===== config.mk =====
export PLATFORM = sky130hd
export DESIGN_NAME = fma_normalizer_flat
export DESIGN_NICKNAME = d
export VERILOG_FILES = /design/src/rtl/fma_normalizer_pkg.sv /design/src/rtl/fma_normalizer_if.sv /design/src/rtl/fma_normalizer.sv /design/src/flat_wrapper.sv
export SDC_FILE = /design/constraint.sdc
export NUM_CORES = 1
export LEC_CHECK = 0
export CORE_ASPECT_RATIO = 1.75
export CORE_MARGIN = 2
export CORE_UTILIZATION = 49
export DETAILED_ROUTE_END_ITERATION = 6
export HOLD_SLACK_MARGIN = 0.02
export PLACE_DENSITY = 0.8
export SLEW_MARGIN = 20
export SYNTH_ARGS = -nofsm -noshare
export SYNTH_HDL_FRONTEND = slang
export SYNTH_SLANG_ARGS = --single-unit

===== constraint.sdc =====
create_clock -name clk -period 2.7 [get_ports clk]
set_input_delay 0.675 -clock clk [delete_from_list [all_inputs] [get_ports clk]]
set_output_delay 0.675 -clock clk [all_outputs]
set_load 0.02 [all_outputs]

===== src/rtl/fma_normalizer_pkg.sv =====
// Shared widths, state encoding and derived constants for the FMA post-addition normalizer.
package fma_normalizer_pkg;

  localparam int EXP_WIDTH = 8;
  localparam int SIG_WIDTH = 23;
  localparam int SUM_WIDTH = 3 * (SIG_WIDTH + 1) + 4;
  localparam int NORM_STEP = 8;

  localparam int SIG_OUT_W = SUM_WIDTH - 1;
  // Two spare bits so the carry increment never wraps.
  localparam int EXP_REG_W = EXP_WIDTH + 2;
  localparam logic [EXP_REG_W-1:0] EXP_MAX = EXP_REG_W'((1 << EXP_WIDTH) - 1);

  typedef enum logic [1:0] {
    ST_IDLE,
    ST_COARSE,
    ST_FINE,
    ST_DONE
  } state_t;

endpackage


===== src/rtl/fma_normalizer_if.sv =====
// Input/output handshake bundle of the normalizer; master drives operands, slave is the normalizer.
interface fma_normalizer_if;
  import fma_normalizer_pkg::*;

  logic                 in_valid;
  logic                 in_ready;
  logic [SUM_WIDTH-1:0] sum_in;
  logic [EXP_WIDTH-1:0] exp_in;
  logic                 out_valid;
  logic                 out_ready;
  logic [SIG_OUT_W-1:0] sig_out;
  logic [EXP_WIDTH-1:0] exp_out;
  logic                 sticky_out;
  logic                 is_zero;
  logic                 is_subnormal;
  logic                 overflow;

  modport master (
    output in_valid, sum_in, exp_in, out_ready,
    input  in_ready, out_valid, sig_out, exp_out, sticky_out, is_zero, is_subnormal, overflow
  );

  modport slave (
    input  in_valid, sum_in, exp_in, out_ready,
    output in_ready, out_valid, sig_out, exp_out, sticky_out, is_zero, is_subnormal, overflow
  );

endinterface


===== src/rtl/fma_normalizer.sv =====
// Iterative post-addition normalizer: carry right shift on capture, then coarse and fine left
// shifts until the leading one reaches the MSB or the exponent floor is hit.
module fma_normalizer
  import fma_normalizer_pkg::*;
(
  input  logic             clk,
  input  logic             reset_n,
  fma_normalizer_if.slave  bus
);

  localparam int MSB = SIG_OUT_W - 1;

  state_t               state_q, state_d;
  logic [SIG_OUT_W-1:0] sig_q, sig_d;
  logic [EXP_REG_W-1:0] exp_q, exp_d;
  logic [EXP_WIDTH-1:0] exp_out_q, exp_out_d;
  logic                 sticky_q, sticky_d;
  logic                 zero_q, zero_d;
  logic                 sub_q, sub_d;
  logic                 ovf_q, ovf_d;
  logic [EXP_REG_W-1:0] exp_inc;

  assign exp_inc = EXP_REG_W'(bus.exp_in) + EXP_REG_W'(1);

  always_comb begin
    state_d   = state_q;
    sig_d     = sig_q;
    exp_d     = exp_q;
    exp_out_d = exp_out_q;
    sticky_d  = sticky_q;
    zero_d    = zero_q;
    sub_d     = sub_q;
    ovf_d     = ovf_q;
    case (state_q)
      ST_IDLE: begin
        if (bus.in_valid) begin
          zero_d    = 1'b0;
          sub_d     = 1'b0;
          ovf_d     = 1'b0;
          exp_out_d = '0;
          if (bus.sum_in == '0) begin
            sig_d    = '0;
            exp_d    = '0;
            sticky_d = 1'b0;
            zero_d   = 1'b1;
            state_d  = ST_DONE;
          end else if (bus.sum_in[SUM_WIDTH-1]) begin
            // Carry out of the adder: one right shift, the dropped bit feeds sticky.
            sig_d    = bus.sum_in[SUM_WIDTH-1:1];
            exp_d    = exp_inc;
            sticky_d = bus.sum_in[0];
            if (exp_inc >= EXP_MAX) begin
              ovf_d     = 1'b1;
              exp_out_d = '1;
              state_d   = ST_DONE;
            end else begin
              state_d = ST_COARSE;
            end
          end else begin
            sig_d    = bus.sum_in[SIG_OUT_W-1:0];
            exp_d    = EXP_REG_W'(bus.exp_in);
            sticky_d = 1'b0;
            state_d  = ST_COARSE;
          end
        end
      end
      ST_COARSE: begin
        if ((sig_q[MSB -: NORM_STEP] == '0) && (exp_q > EXP_REG_W'(NORM_STEP))) begin
          sig_d = sig_q << NORM_STEP;
          exp_d = exp_q - EXP_REG_W'(NORM_STEP);
        end else begin
          state_d = ST_FINE;
        end
      end
      ST_FINE: begin
        if (!sig_q[MSB] && (exp_q > EXP_REG_W'(1))) begin
          sig_d = sig_q << 1;
          exp_d = exp_q - EXP_REG_W'(1);
        end else begin
          // Leading one still missing means the exponent floor stopped us.
          sub_d     = ~sig_q[MSB];
          exp_out_d = sig_q[MSB] ? exp_q[EXP_WIDTH-1:0] : '0;
          state_d   = ST_DONE;
        end
      end
      ST_DONE: begin
        if (bus.out_ready) begin
          state_d = ST_IDLE;
        end
      end
      default: state_d = ST_IDLE;
    endcase
  end

  always_ff @(posedge clk or negedge reset_n) begin
    if (!reset_n) begin
      state_q   <= ST_IDLE;
      sig_q     <= '0;
      exp_q     <= '0;
      exp_out_q <= '0;
      sticky_q  <= 1'b0;
      zero_q    <= 1'b0;
      sub_q     <= 1'b0;
      ovf_q     <= 1'b0;
    end else begin
      state_q   <= state_d;
      sig_q     <= sig_d;
      exp_q     <= exp_d;
      exp_out_q <= exp_out_d;
      sticky_q  <= sticky_d;
      zero_q    <= zero_d;
      sub_q     <= sub_d;
      ovf_q     <= ovf_d;
    end
  end

  assign bus.in_ready     = (state_q == ST_IDLE);
  assign bus.out_valid    = (state_q == ST_DONE);
  assign bus.sig_out      = sig_q;
  assign bus.exp_out      = exp_out_q;
  assign bus.sticky_out   = sticky_q;
  assign bus.is_zero      = zero_q;
  assign bus.is_subnormal = sub_q;
  assign bus.overflow     = ovf_q;

endmodule


===== src/flat_wrapper.sv =====
// flat-port wrapper written by rule: the top's interface ports become plain ports
module fma_normalizer_flat import fma_normalizer_pkg::*;
  (clk, reset_n, bus_in_valid, bus_sum_in, bus_exp_in, bus_out_ready, bus_in_ready, bus_out_valid, bus_sig_out, bus_exp_out, bus_sticky_out, bus_is_zero, bus_is_subnormal, bus_overflow);
  fma_normalizer_if bus_i ();
  input  logic clk;
  input  logic reset_n;
  input wire logic [$bits(bus_i.in_valid)-1:0] bus_in_valid;
  input wire logic [$bits(bus_i.sum_in)-1:0] bus_sum_in;
  input wire logic [$bits(bus_i.exp_in)-1:0] bus_exp_in;
  input wire logic [$bits(bus_i.out_ready)-1:0] bus_out_ready;
  output wire logic [$bits(bus_i.in_ready)-1:0] bus_in_ready;
  output wire logic [$bits(bus_i.out_valid)-1:0] bus_out_valid;
  output wire logic [$bits(bus_i.sig_out)-1:0] bus_sig_out;
  output wire logic [$bits(bus_i.exp_out)-1:0] bus_exp_out;
  output wire logic [$bits(bus_i.sticky_out)-1:0] bus_sticky_out;
  output wire logic [$bits(bus_i.is_zero)-1:0] bus_is_zero;
  output wire logic [$bits(bus_i.is_subnormal)-1:0] bus_is_subnormal;
  output wire logic [$bits(bus_i.overflow)-1:0] bus_overflow;
  assign bus_i.in_valid = bus_in_valid;
  assign bus_i.sum_in = bus_sum_in;
  assign bus_i.exp_in = bus_exp_in;
  assign bus_i.out_ready = bus_out_ready;
  assign bus_in_ready = bus_i.in_ready;
  assign bus_out_valid = bus_i.out_valid;
  assign bus_sig_out = bus_i.sig_out;
  assign bus_exp_out = bus_i.exp_out;
  assign bus_sticky_out = bus_i.sticky_out;
  assign bus_is_zero = bus_i.is_zero;
  assign bus_is_subnormal = bus_i.is_subnormal;
  assign bus_overflow = bus_i.overflow;
  fma_normalizer u_core (.clk(clk), .reset_n(reset_n), .bus(bus_i));
endmodule

==> flow_summary.ini <==
[placement]
dp_cells = 1030
place_congestion = 0.9558
dp_hpwl_um = 16750
io_buffers = 176
placed_area_um2 = 8661

[drt]
drc = 24
vias_per_cell = 6.451
drtIter0Drc = 908
drt_pass1_iterations = 7
ant_nets = 0
routed_wl_um = 23480
via_count = 6774
wl_per_cell_um = 22.36

[final_layout]
fin_nets = 975
fin_util = 0.7385
drive_gt1_frac = 0.2279
stdcell_area_um2 = 9231
antenna_cells = 0
area_growth_pct = 46.30
fin_cells = 1050

[grt]
grt_max_degree = 86
grt_remaining_overflow = 0
first_global_vias = 6803
antenna_found_initial = 0
grt.total_usage = 0.3294
grt_pass1_wl_um = 36580

[critical_path]
startpoint_type = input pin
end_kind = register
critPathMaxStageDelay_ps = 460
reg2regPathDepth = 9
cp_max_fo = 10
path_class = input pin to register
arrival_ps = 2840
cp_cell_sequence = clkdlybuf4s50_1, nor4_2, nand4_1, nor2_2, a31oi_4, buf_12, a222oi_1, a21oi_1
startpoint = bus_sum_in[47]
crit_slowest_cell = a222oi_1
r2r_start = u_core.exp_q[0]$_DFFE_PN0P_
crit_required_ps = 2910

[timing]
slew_headroom = 0.6177
finClkSkew_ps = 7.287
tightest_slew_ps = 567.5
tns_ps = 0
slew_viol_final = 0
hold_viol = 0
fin_crit_sh = 0.9752
setup_viol = 0
fin_crit_ps = 2633
max_freq_ghz = 0.3798

[synthesis]
synth_common_cells = nor2_1, dfrtp_1, a21oi_1, mux2_2, a222oi_1
postSynthAreaPerCell_um2 = 9.446
ys_ff_latch = 99
synth_edf_count = 0
syn_nets = 766
synth-main-ff-cell = dfrtp_1
synthCells = 668
yosys.area.top_type = dfrtp_1
synth.distinct_cells = 53
synthTopCellsByArea = dfrtp_1, mux2_2, a222oi_1
ys_seq_area_frac = 0.3926
synth_most_common_cell = nor2_1
yosys_warnings = 0
synth.top_cell.area_share = 0.3926
async_flop_share = 1.000
syn_area_um2 = 6310

[hold_path]
min_path_type = input pin to async pin

[run_status]
violations = design-rule violations
status = finished with violations

[cts]
cts_buffer_depth = 2
path_clk_slew_ps = 70
clk-insertion-delay-late_ps = 340
cts_tree = yes
clock-sinks = 99
cts_buffers = 9
clock_tree.root_cell = clkbuf_16
cts.htree.levels = 3

[floorplan]
rows = 54
start_util = 0.5048
pin_count = 177
chipHeight_um = 154.1
die_w_um = 89.78
die-area_um2 = 13840
fp.coreArea_um2 = 12500

[power]
p_leak_nw = 3.779
peakVddDrop_uv = 880.0
power.density_nw_per_um2 = 1421

[job]
cap_viol_max_count = 0
per-stage QoR:
stage | hold slack (ps) | total power, mW | worst slack (ps)
floorplan | 379.4 | 8.157 | 460.5
global placement | 466.0 | 10.78 | -600.3
detailed placement | 473.5 | 11.08 | -580.9
CTS | 330.8 | 12.66 | 1.950
global route | 349.7 | 13.89 | -16.33
finish | 319.5 | 13.12 | 66.98
cell families after synthesis:
family,synth area share
AOI/OAI and AO/OA,0.2350
and+or+nand+nor,0.1463
DFF,0.3926
muxes,0.1337
buffers and inverters,0.05870
xor gates and xnor gates,0.01388
adders and majority gates,0.01983
critical path, delay by kind of cell:
family | cells | cell delay (ps)
AND/OR/NAND/NOR | 3 | 750
buffers and inverters | 2 | 640
AO/OA/AOI/OAI | 3 | 760
metal layers:
| layer | up-vias | global-route usage | part of all wire |
|---|---|---|---|
| met5 | - | 0 | 0 |
| met2 | 472 | 0.5988 | 0.53 |
| met4 | 0 | 0.1971 | 0.049 |
| met1 | 3213 | 0.3642 | 0.35 |
| li1 | 3002 | - | - |
| met3 | 87 | 0.04263 | 0.075 |
power breakdown:
group	total, mW	switching (mW)	internal (mW)	leakage (nW)
logic	8.22	4.58	3.64	2.44
clock network	1.52	0.601	0.915	0.171
registers	3.37	1.06	2.32	1.17
total	13.1	6.24	6.88	3.78
sequential cells by signal, summed over array words and instances, names as in the netlist:
| signal | cells |
|---|---|
| u_core.bus.is_subnormal | 1 |
| u_core.bus.is_zero | 1 |
| u_core.bus.sticky_out | 1 |
| u_core.bus.exp_out | 8 |
| u_core.bus.overflow | 1 |
| u_core.state_q | 2 |
| u_core.exp_q | 10 |
| u_core.bus.sig_out | 75 |
worst paths after layout:
kind	slack [ps]	endpoint
max in group asynchronous	1700	u_core.exp_q[6]$_DFFE_PN0P_
min in group clk	480	u_core.bus.is_zero$_DFFE_PN0P_
setup / recovery	70	u_core.bus.sig_out[38]$_DFFE_PN0P_
hold / removal	320	u_core.bus.overflow$_DFFE_PN0P_
setup reg to reg	240	u_core.bus.sig_out[19]$_DFFE_PN0P_
hold reg to reg	480	u_core.bus.is_zero$_DFFE_PN0P_
what timing repair did:
action,CTS,global route
buffers inserted,0,2
gates cloned,0,2
resized for setup,10,21
pin swaps,3,16
endpoints found under the setup margin,65,1
hold buffers,0,0
endpoints found under the hold margin,0,0
layout by cell type (no fill, tap or decap), drive strengths merged, types with 16 or more instances in the layout:
cell           synthesis  routed
dfrtp                 99      99
inv                   13      16
a222oi                67      67
nand2                 22      22
nor4                  22      22
mux2                  74      74
buf                   32      83
a21oi                 87      87
clkdlybuf4s50          0     160
nor2                 114     114
final cells by class:
type	instances	area, um2
tap	168	210.2
fill	864	3268
clock inverter	7	121.4
timing repair buffer	259	2562
sequential	99	2477
multi-input combinational	495	3586
inverter	13	48.80
clock buffer	9	225.2
No activity file was read; power rests on OpenSTA's default activity.
